## config.mk

```make
export PLATFORM = sky130hd
export DESIGN_NAME = multicycle_ctrl
export DESIGN_NICKNAME = d
export VERILOG_FILES = /design/src/rtl/multicycle_ctrl.sv
export SDC_FILE = /design/constraint.sdc
export NUM_CORES = 1
export LEC_CHECK = 0
export CAP_MARGIN = 5
export CORE_AREA = 2 2 57 59
export DETAILED_ROUTE_END_ITERATION = 8
export DIE_AREA = 0 0 59 61
export PLACE_DENSITY = 0.64
export RECOVER_POWER = 50
export SLEW_MARGIN = 25
export SYNTH_ARGS = -nofsm -noshare
export SYNTH_HDL_FRONTEND = slang
export SYNTH_SLANG_ARGS = --single-unit
```

## constraint.sdc

```tcl
create_clock -name clk -period 1.5 [get_ports clk]
set_input_delay 0.3 -clock clk [delete_from_list [all_inputs] [get_ports clk]]
set_output_delay 0.3 -clock clk [all_outputs]
set_load 0.01 [all_outputs]
```

## src/rtl/multicycle_ctrl.sv

```systemverilog
// ---------------------------------------------------------------------------
// multicycle_ctrl -- Moore control FSM for a multicycle MIPS-subset datapath.
//
// Supported instructions: lw, sw, R-type (addu/subu/and/or/slt), beq, j,
// addiu, ori. One instruction is sequenced per pass through the state graph,
// starting and ending in FETCH.
//
// Memory handshake: mem_req is held high for the whole access. The access
// completes in the cycle where mem_req and mem_ready are both high. mem_we
// qualifies mem_req and has no meaning on its own.
//
// Ports
//   clk        in   single clock, rising edge
//   rst        in   asynchronous active-low reset
//   opcode     in   IR[31:26], held stable from DECODE to the end of the instr
//   funct      in   IR[5:0]
//   zero       in   ALU zero flag (used in BRANCH)
//   mem_ready  in   memory completes the current access this cycle
//   mem_req    out  memory access request
//   mem_we     out  write strobe (only meaningful with mem_req)
//   iord       out  address select: 0 PC, 1 ALUOut
//   ir_we      out  instruction register load
//   pc_we      out  PC load
//   pc_src     out  PC source: 0 ALU, 1 ALUOut, 2 jump target
//   alu_src_a  out  ALU A: 0 PC, 1 reg A
//   alu_src_b  out  ALU B: 0 reg B, 1 const 4, 2 ext imm, 3 sext imm<<2
//   ext_zero   out  immediate extension: 1 zero-extend
//   alu_ctrl   out  ALU op: 0 add, 1 sub, 2 and, 3 or, 4 slt
//   reg_we     out  register file write
//   reg_dst    out  write register select: 0 rt, 1 rd
//   mem_to_reg out  write data select: 1 MDR
//   state      out  current state code (debug / checker visibility)
//   illegal    out  sticky illegal-instruction flag
//
// Configuration macro: MC_ILLEGAL_TRAP_EN
//   defined   -> illegal opcode/funct enters TRAP (locks up until reset) and
//                sets illegal
//   undefined -> illegal instruction behaves as a NOP, illegal is tied low
// ---------------------------------------------------------------------------
module multicycle_ctrl (
    input  logic       clk,
    input  logic       rst,
    input  logic [5:0] opcode,
    input  logic [5:0] funct,
    input  logic       zero,
    input  logic       mem_ready,
    output logic       mem_req,
    output logic       mem_we,
    output logic       iord,
    output logic       ir_we,
    output logic       pc_we,
    output logic [1:0] pc_src,
    output logic       alu_src_a,
    output logic [1:0] alu_src_b,
    output logic       ext_zero,
    output logic [2:0] alu_ctrl,
    output logic       reg_we,
    output logic       reg_dst,
    output logic       mem_to_reg,
    output logic [3:0] state,
    output logic       illegal
);

    typedef enum logic [3:0] {
        S_FETCH  = 4'd0,  S_DECODE = 4'd1,  S_MEMADR = 4'd2,  S_MEMRD  = 4'd3,
        S_MEMWB  = 4'd4,  S_MEMWR  = 4'd5,  S_EXEC   = 4'd6,  S_RWB    = 4'd7,
        S_BRANCH = 4'd8,  S_JUMP   = 4'd9,  S_IEXEC  = 4'd10, S_IWB    = 4'd11,
        S_TRAP   = 4'd12
    } state_t;

    localparam logic [2:0] ALU_ADD = 3'd0;
    localparam logic [2:0] ALU_SUB = 3'd1;
    localparam logic [2:0] ALU_AND = 3'd2;
    localparam logic [2:0] ALU_OR  = 3'd3;
    localparam logic [2:0] ALU_SLT = 3'd4;

    localparam logic [5:0] OP_RTYPE = 6'h00;
    localparam logic [5:0] OP_J     = 6'h02;
    localparam logic [5:0] OP_BEQ   = 6'h04;
    localparam logic [5:0] OP_ADDIU = 6'h09;
    localparam logic [5:0] OP_ORI   = 6'h0D;
    localparam logic [5:0] OP_LW    = 6'h23;
    localparam logic [5:0] OP_SW    = 6'h2B;

`ifdef MC_ILLEGAL_TRAP_EN
    localparam state_t ILL_DEST = S_TRAP;
`else
    localparam state_t ILL_DEST = S_FETCH;   // illegal instruction = NOP
`endif

    state_t cur, nxt;

    // R-type function decode, shared by EXEC output and next-state logic
    logic       funct_ok;
    logic [2:0] funct_alu;

    always_comb begin
        funct_ok  = 1'b1;
        funct_alu = ALU_ADD;
        case (funct)
            6'h21:   funct_alu = ALU_ADD;
            6'h23:   funct_alu = ALU_SUB;
            6'h24:   funct_alu = ALU_AND;
            6'h25:   funct_alu = ALU_OR;
            6'h2A:   funct_alu = ALU_SLT;
            default: funct_ok  = 1'b0;
        endcase
    end

    // State register
    always_ff @(posedge clk or negedge rst) begin
        if (!rst) cur <= S_FETCH;
        else      cur <= nxt;
    end

    // Next-state logic
    always_comb begin
        nxt = cur;
        case (cur)
            S_FETCH:  if (mem_ready) nxt = S_DECODE;
            S_DECODE: begin
                case (opcode)
                    OP_LW, OP_SW:     nxt = S_MEMADR;
                    OP_RTYPE:         nxt = S_EXEC;
                    OP_BEQ:           nxt = S_BRANCH;
                    OP_J:             nxt = S_JUMP;
                    OP_ADDIU, OP_ORI: nxt = S_IEXEC;
                    default:          nxt = ILL_DEST;
                endcase
            end
            S_MEMADR: nxt = (opcode == OP_SW) ? S_MEMWR : S_MEMRD;
            S_MEMRD:  if (mem_ready) nxt = S_MEMWB;
            S_MEMWB:  nxt = S_FETCH;
            S_MEMWR:  if (mem_ready) nxt = S_FETCH;
            S_EXEC:   nxt = funct_ok ? S_RWB : ILL_DEST;
            S_RWB:    nxt = S_FETCH;
            S_BRANCH: nxt = S_FETCH;
            S_JUMP:   nxt = S_FETCH;
            S_IEXEC:  nxt = S_IWB;
            S_IWB:    nxt = S_FETCH;
            S_TRAP:   nxt = S_TRAP;
            default:  nxt = S_FETCH;
        endcase
    end

    // Output logic. Strobes are computed here ungated and masked by rst
    // below so that nothing fires while reset is held (FETCH would
    // otherwise request memory during reset).
    logic mem_req_c, mem_we_c, ir_we_c, pc_we_c, reg_we_c;

    always_comb begin
        mem_req_c  = 1'b0;
        mem_we_c   = 1'b0;
        ir_we_c    = 1'b0;
        pc_we_c    = 1'b0;
        reg_we_c   = 1'b0;
        iord       = 1'b0;
        pc_src     = 2'd0;
        alu_src_a  = 1'b0;
        alu_src_b  = 2'd0;
        ext_zero   = 1'b0;
        alu_ctrl   = ALU_ADD;
        reg_dst    = 1'b0;
        mem_to_reg = 1'b0;
        case (cur)
            S_FETCH: begin
                // PC+4 is computed while the instruction is read; both
                // registers load only on the completing cycle.
                mem_req_c = 1'b1;
                ir_we_c   = mem_ready;
                pc_we_c   = mem_ready;
                alu_src_b = 2'd1;
            end
            S_DECODE: alu_src_b = 2'd3;          // speculative branch target
            S_MEMADR: begin
                alu_src_a = 1'b1;
                alu_src_b = 2'd2;
            end
            S_MEMRD: begin
                mem_req_c = 1'b1;
                iord      = 1'b1;
            end
            S_MEMWB: begin
                reg_we_c   = 1'b1;
                mem_to_reg = 1'b1;
            end
            S_MEMWR: begin
                mem_req_c = 1'b1;
                mem_we_c  = 1'b1;
                iord      = 1'b1;
            end
            S_EXEC: begin
                alu_src_a = 1'b1;
                alu_ctrl  = funct_alu;
            end
            S_RWB: begin
                reg_we_c = 1'b1;
                reg_dst  = 1'b1;
            end
            S_BRANCH: begin
                alu_src_a = 1'b1;
                alu_ctrl  = ALU_SUB;
                pc_we_c   = zero;
                pc_src    = 2'd1;
            end
            S_JUMP: begin
                pc_we_c = 1'b1;
                pc_src  = 2'd2;
            end
            S_IEXEC: begin
                alu_src_a = 1'b1;
                alu_src_b = 2'd2;
                ext_zero  = (opcode == OP_ORI);
                alu_ctrl  = (opcode == OP_ORI) ? ALU_OR : ALU_ADD;
            end
            S_IWB:   reg_we_c = 1'b1;
            default: ;                           // TRAP: everything idle
        endcase
    end

    assign mem_req = mem_req_c & rst;
    assign mem_we  = mem_we_c  & rst;
    assign ir_we   = ir_we_c   & rst;
    assign pc_we   = pc_we_c   & rst;
    assign reg_we  = reg_we_c  & rst;
    assign state   = cur;

`ifdef MC_ILLEGAL_TRAP_EN
    logic illegal_q;

    // Set on the transition into TRAP so it is visible together with state=12
    always_ff @(posedge clk or negedge rst) begin
        if (!rst)               illegal_q <= 1'b0;
        else if (nxt == S_TRAP) illegal_q <= 1'b1;
    end
    assign illegal = illegal_q;
`else
    assign illegal = 1'b0;
`endif

endmodule

```

# [After elaboration in Yosys (flattened, before gate mapping)]
# Index checks and enable logic that the tools add are counted.
[op_classes] bitwise_logic=5 mux=23 eq_ne=26 n_reduce_logical=11
[ops] operator="$eq 6x6->1 const B" n=7
[ops] operator="$pmux 4 s8" n=1
[ops] operator="$eq 4x4->1 const B" n=5
[ops] operator="$pmux 4 s5" n=1
[ops] operator="$eq 4x3->1 const B" n=4
[ops] operator="$eq 6x4->1 const B" n=2
[ops] operator="$mux 4" n=3
[ops] operator="$pmux 3 s4" n=1
[ops] operator="$mux 1" n=10
[ops] operator="$pmux 3 s3" n=1
[ops] operator="$eq 4x2->1 const B" n=2
[ops] operator="$reduce_or 2->1" n=4
[ops] operator="$eq 6x2->1 const B" n=1
[ops] operator="$eq 6x3->1 const B" n=1
[ops] operator="$logic_not 6->1" n=1
[ops] operator="$mux 3" n=2
[ops] operator="$ne 2x2->1 const B" n=3
[ops] operator="$pmux 2 s3" n=1
[ops] operator="$reduce_or 3->1" n=2
[ops] operator="$and 1x1->1" n=5
[ops] operator="$reduce_or 5->1" n=1
[ops] operator="$eq 4x1->1 const B" n=1
[ops] operator="$logic_not 4->1" n=1
[ops] operator="$pmux 2 s2" n=1
[ops] operator="other kinds (4)" n=4
[totals] in_bits=16 output_inout_bits=22 ff_bits=4

# [Longest topological paths before layout]
# Gate-level depths: netlist of run 1.
[depth] depth_word=5 ltp_mapped=6

# [Least setup slack after synthesis of run 1]
# Ideal clock, no wire load.
[synth_path] path_kind="flip-flop to output port" startpoint="register cur[2], in the netlist state[2]" endpoint="output alu_ctrl[1]" path_slack_ns=-0.442 t_arrival_ns=1.642 stages_incl_launch_ff=5 t_required_ns=1.200 cell_sequence="dfrtp_1 > buf_2 > nand2b_1 > or4b_1 > o41ai_1"
[synth_between] elab_chain_cells=2 elab_cells_between_ends=4 classes_between="eq/ne (3); mux (1)"
[synth_rtl] item="start: declaration" line_no="91" source="state_t cur, nxt;"
[synth_rtl] item="start signal: assignment" line_no="113" source="else cur <= nxt;"
[synth_rtl] item="$eq 4x4->1 or $eq 4x3->1 (tied branches)" line_no="165" source="case (cur)"
[synth_rtl] item="$pmux 3 s3 *" line_no="165"
[synth_rtl] item="end: declaration" line_no="56" source="output logic [2:0] alu_ctrl,"
# Every way passes the cells marked *; elsewhere a longest branch is shown, timed or not.

# [Worst setup path in the final report of run 1]
[layout_path] startpoint="input funct[4]" endpoint="output alu_ctrl[0]"
[layout_between] elab_chain_cells=3 elab_cells_between_ends=6 classes_between="eq/ne (4); mux (2)"
[layout_rtl] item="start: declaration" line_no="44" source="input logic [5:0] funct,"
[layout_rtl] item="$eq 6x6->1" line_no="100" source="case (funct)"
[layout_rtl] item="$pmux 3 s4 *" line_no="100"
[layout_rtl] item="$pmux 3 s3 *" line_no="165"
# Marks and branches as above.

==> metrics.cfg, run 1 <==
[run_status]
status=complete, but fails checks
violations=negative setup slack

[die]
die_h_um=61
die-area_mm2=0.003599
rows=20
initial_core_util=0.2419
io_pins=38
core_mm2=0.002953
die-width_um=59

[routing]
viasPerCell=5.143
drcViolationCount=0
drt_iter0_markers=33
ant_nets=0
wire_per_inst_um=15.59
vias=1147
drt_first_pass_iters=4
wl_um=3476

[yosys]
ys_seq_elements=4
synth_top_flop_cell=dfrtp_1
syn_area_um2=714.4
ys_types=43
synth-async-reset-ratio=1.000
syn_inst=109
synth_edf_count=0
synthTopCellsByArea=dfrtp_1, nor2_1, o21ai_0, nand3_1, nand2b_1
yosysTopAreaCellShare=0.1401
syn_area_per_cell_um2=6.554
synth_seq_area_share=0.1401
yosysTopAreaCell=dfrtp_1
syn_nets=125
ys.warnings.count=0

[worst_hold_path]
hold_class=register to register

[clock_network]
clk_latency_ns=0.24
cts_inserted_buffers=3
cts_tree=done
hold_buffers=0
h-tree-depth=1
root_buffer=clkbuf_4
clock_sinks=4
clockBufferDepth=2
clkTransAtPathRegs_ns=0.04

[placement]
routabilityCongestion=0.8504
place_area_mm2=0.001404
dp_cells=204
dp_hpwl_um=2231
portBuffers=36

[finish]
final_cell_area_mm2=0.001734
stdcell_count=223
syn_to_final_growth_pct=142.7
drive_above_1_share=0.5789
fillers=276
antenna_cells=0
largest_reg_flops=4
layout_common_cells=buf_4, buf_6, buf_2
fin_nets=208
mostFrequentLayoutCell=buf_4

[worst_setup_path]
crit_path_max_incr_delay_ns=0.59
arrival_ns=1.73
crit_fanout=3
start_kind=input port
critPathKind=input port to primary output
crit_path_top_delay_cell=or4b_4
path_cells=clkdlybuf4s50_1 -> or4b_4 -> o311ai_4 -> buf_2
crit_required_ns=1.20
end_kind=primary output

[global_routing]
grt_usage=0.1755
grt_overflow=0
grt_pass1_wl_um=4809
antenna_found_initial=0
grt_pass1_vias=1093
grt_max_degree=22

[sta]
skew_ns=0.003618
drv_slew=0
hold_slack_ns=0.6649
rsz0062_at_grt=true
setup_violations=20
setup_ws_ns=-0.5312
fmax_mhz=492.3
period_share=1.354
hold_viol_final=0
period_needed_ns=2.031

[pwr]
leakagePower_nw=0.8289
cellPowerDensity_mw_per_mm2=1422
ir_drop_mv=0.7393

[job]
max_cap_viol_count=0

stage by stage:
step | total power [mW] | TNS [ns] | utilization | setup WS [ns]
final | 2.466 | -4.467 | 0.5873 | -0.5312
after global routing | 2.625 | -5.742 | 0.5873 | -0.5640
after CTS | 2.176 | -5.535 | 0.5390 | -0.5425
after detailed placement | 1.603 | -10.51 | 0.4754 | -1.032
after global placement | 1.586 | -10.29 | 0.4754 | -0.9952
after floorplan | 0.9499 | -0.7657 | - | -0.2668
area by class of cell:
class / count / area, um2 / share of cell area
Clock buffer: 3 / 22.52 / 0.01299
Inverter: 6 / 25.02 / 0.01443
Multi-Input combinational cell: 91 / 759.5 / 0.4380
Sequential cell: 4 / 102.6 / 0.05916
Tap cell: 33 / 41.29 / 0.02381
Timing Repair Buffer: 86 / 783.3 / 0.4517
what timing repair did:
| item | CTS | global route |
|---|---|---|
| endpoints found under the hold margin | 0 | 0 |
| gates cloned | 1 | 1 |
| pin swaps | 18 | 18 |
| resized for setup | 116 | 31 |
| setup endpoints to repair | 25 | 23 |
| buffers inserted | 9 | 8 |
synthesized netlist by cell type (2+ instances only):
cell type and count:
nor2_1 14, nand2_1 8, o21ai_0 8, nand3_1 7
inv_1 6, a21oi_1 5, nand2b_1 5, nor3_1 5
dfrtp_1 4, a22oi_1 2, and2_1 2, buf_1 2
buf_2 2, buf_4 2, clkbuf_1 2, nor4_1 2
o21a_1 2, o311ai_1 2, or3_1 2, or4b_1 2
xnor2_1 2, xor2_1 2
power by group:
part | switching [mW] | internal [mW]
logic | 0.961 | 1.18
clock network | 0.0443 | 0.0895
registers | 0.0431 | 0.149
total | 1.05 | 1.42
per-layer routing:
layer | up-vias | global-route usage | part of all wire
met5 | - | 0 | 0
met4 | 0 | 0.03247 | 0.0086
met3 | 4 | 0.04478 | 0.051
met2 | 41 | 0.3190 | 0.55
met1 | 540 | 0.2102 | 0.39
li1 | 562 | - | -
cell families after synthesis:
| kind of cell | after synthesis | share of synthesized area |
|---|---|---|
| and+or+nand+nor | 54 | 0.4011 |
| xor gates and xnor gates | 4 | 0.04905 |
| muxes | 1 | 0.01576 |
| DFF | 4 | 0.1401 |
| buffers and inverters | 14 | 0.08757 |
| other | 1 | 0.005249 |
| AOI/OAI and AO/OA | 31 | 0.3012 |
path summary, 6_finish.rpt:
check | from | endpoint | slack (ns) | cells after the start
max | funct[4] | alu_ctrl[0] | -0.53 | 4
min | state[3] | state[0] | 0.66 | 2
max reg2reg | state[0] | state[0] | -0.23 | 6
min reg2reg | state[3] | state[0] | 0.66 | 2
max in group asynchronous | rst | state[1] | 0.51 | 3
min in group asynchronous | rst | state[2] | 0.79 | 3
worst max-delay path, delay by kind of cell:
| family | cells | cell delay (ns) |
|---|---|---|
| buf+inv | 2 | 0.60 |
| compound gates | 1 | 0.23 |
| simple gates | 1 | 0.59 |
(Power assumes the default switching activity.)
==> run 2: changes to the inputs <==
--- a/config.mk
+++ b/config.mk
@@ -5,10 +5,12 @@
 export SDC_FILE = /design/constraint.sdc
 export NUM_CORES = 1
 export LEC_CHECK = 0
+export ABC_CLOCK_PERIOD_IN_PS = 1500
 export CAP_MARGIN = 5
 export CORE_AREA = 2 2 57 59
 export DETAILED_ROUTE_END_ITERATION = 8
 export DIE_AREA = 0 0 59 61
+export HOLD_SLACK_MARGIN = 0.06
 export PLACE_DENSITY = 0.64
 export RECOVER_POWER = 50
 export SLEW_MARGIN = 25
==> results of run 2 <==
Same layout as run 1: the final DEF is identical, and so are final timing and power.
==> run 3: changes to the inputs <==
--- a/config.mk
+++ b/config.mk
@@ -10,6 +10,7 @@
 export CORE_AREA = 2 2 57 59
 export DETAILED_ROUTE_END_ITERATION = 8
 export DIE_AREA = 0 0 59 61
+export GPL_TIMING_DRIVEN = 0
 export HOLD_SLACK_MARGIN = 0.06
 export PLACE_DENSITY = 0.64
 export RECOVER_POWER = 50
==> metrics.cfg, run 3 (synthesized netlist as in run 1, its figures left out) <==
[run_status]
status=complete, but fails checks
violations=negative setup slack

[global_routing]
grt_pass1_wl_um=5430  ; +13%
antenna_found_initial=0  ; unchanged
grt_usage=0.1948  ; +0.01927
grt_pass1_vias=1155  ; +5.7%
grt_max_degree=11  ; -50%
grt_overflow=0  ; unchanged

[worst_setup_path]
start_kind=register
arrival_ns=1.79  ; +0.06 ns
worstReg2RegEnd=state[1]
reg2reg_depth=9  ; +3
crit_path_max_incr_delay_ns=0.57  ; -0.02 ns
rr_startpoint=state[0]
path_cells=nand2b_4 -> or4b_4 -> o311ai_4 -> buf_2
crit_family=simple AND/OR/NAND/NOR gates
critPathKind=register to primary output
end_kind=primary output
crit_fanout=3  ; unchanged
path_buf_inv=1  ; -1
crit_required_ns=1.20  ; about the same
ff2ff_setup_slack_ns=-0.28  ; -0.05 ns
crit_path_top_delay_cell=or4b_4

[finish]
fillers=226  ; -18%
syn_to_final_growth_pct=157.6
final_cell_area_mm2=0.001841  ; +6.1%
mostFrequentLayoutCell=buf_4
antenna_cells=0  ; unchanged
fin_nets=210  ; +0.96%
layout_common_cells=buf_4, buf_6, buf_2
largest_reg_flops=4  ; unchanged
stdcell_count=225  ; +0.90%
drive_above_1_share=0.6563  ; +0.07730

[job]
max_cap_viol_count=0  ; unchanged

[sta]
skew_ns=0.004226  ; +0.0006085 ns
hold_slack_ns=0.08422  ; -0.5806 ns
rsz0062_at_grt=true
relSlewSlack=0.6284
period_share=1.396  ; +0.04151
fmax_mhz=477.7  ; -3.0%
drv_slew=0  ; unchanged
setup_violations=21  ; +5.0%
worstMarginPinSlew_ns=0.5523
hold_viol_final=0  ; unchanged
setup_ws_ns=-0.5935  ; -0.06227 ns
period_needed_ns=2.093  ; +0.06227 ns

[clock_network]
cts_inserted_buffers=3  ; unchanged
clock_sinks=4  ; unchanged
clk_latency_ns=0.24  ; about the same
hold_buffers=0  ; unchanged
clkTransAtPathRegs_ns=0.04  ; about the same
cts_tree=done
clockBufferDepth=2  ; unchanged
h-tree-depth=1  ; unchanged
root_buffer=clkbuf_4

[die]
die-width_um=59  ; unchanged
initial_core_util=0.2419  ; unchanged
die-area_mm2=0.003599  ; unchanged
die_h_um=61  ; unchanged
rows=20  ; unchanged
io_pins=38  ; unchanged
core_mm2=0.002953  ; unchanged

[routing]
wire_per_inst_um=17.82  ; +14%
ant_nets=0  ; unchanged
vias=1212  ; +5.7%
drt_first_pass_iters=4  ; unchanged
viasPerCell=5.387  ; +4.7%
drt_iter0_markers=98  ; +200%
drcViolationCount=0  ; unchanged
wl_um=4010  ; +15%

[placement]
dp_cells=178  ; -13%
routabilityCongestion=0.8323  ; -2.1%
dp_hpwl_um=1940  ; -13%
preCtsSetupSlack_ns=-1.100  ; -0.06742 ns
portBuffers=36  ; unchanged
place_area_mm2=0.001200  ; -15%

[pwr]
leakagePower_nw=0.8613  ; +3.9%
ir_drop_mv=0.8515  ; +15%
cellPowerDensity_mw_per_mm2=1637  ; +15%

[worst_hold_path]
hold_class=input port to async pin

==> run 3: cell type report <==
cell class	instances	area [um2]	area share
multi-input combinational	91	847.1	0.4602
clock buffer	3	22.52	0.01224
buffer	5	56.30	0.03059
sequential	4	100.1	0.05438
tap	33	41.29	0.02243
timing repair buffer	83	732.0	0.3977
inverter	6	41.29	0.02243
==> run 3: worst max-delay path by stage <==
stage                          from     endpoint  slack [ns]  cells past startpoint
after floorplan            state[1]  alu_ctrl[0]       -0.27                      4
final                      state[0]  alu_ctrl[0]       -0.59                      4
after global routing       state[1]  alu_ctrl[0]       -0.62                      5
after global placement    opcode[5]  alu_ctrl[0]       -1.09                      6
after detailed placement  opcode[5]  alu_ctrl[0]       -1.10                      6
after CTS                  state[1]  alu_ctrl[0]       -0.58                      5
==> run 3: stage by stage <==
stage | power [mW] | setup TNS (ns) | utilization
after detailed placement | 1.434 | -12.57 | 0.4064
after global placement | 1.436 | -12.54 | 0.4064
after global routing | 3.160 | -7.847 | 0.6233
after CTS | 2.311 | -5.865 | 0.5335
after floorplan | 0.9499 | -0.7657 | -
final | 3.013 | -6.995 | 0.6233
==> run 3: per-layer routing <==
metal	share of wire	vias up	track usage
met5	0	-	0
met4	0.030	0	0.04545
met3	0.043	12	0.01279
met2	0.53	51	0.3698
met1	0.40	583	0.2391
li1	-	566	-
==> run 3: power by group <==
part,switching (mW),leakage (nW),internal (mW)
Clock,0.0500,0.0138,0.0899
Combinational,1.23,0.794,1.46
Sequential,0.0358,0.0532,0.145
==> run 3: worst reg2reg max path: cells and delay by family (launching register included) <==
kind / cells / cell delay, ns
AO/OA/AOI/OAI: 4 / 0.65
buffers and inverters: 5 / 0.63
flip-flops: 1 / 0.42
==> run 3: timing repair <==
action,in CTS,in global routing
setup endpoints to repair,22,21
setup buffers,28,19
resized for setup,149,45
pin swaps,17,19
hold endpoints to repair,0,0
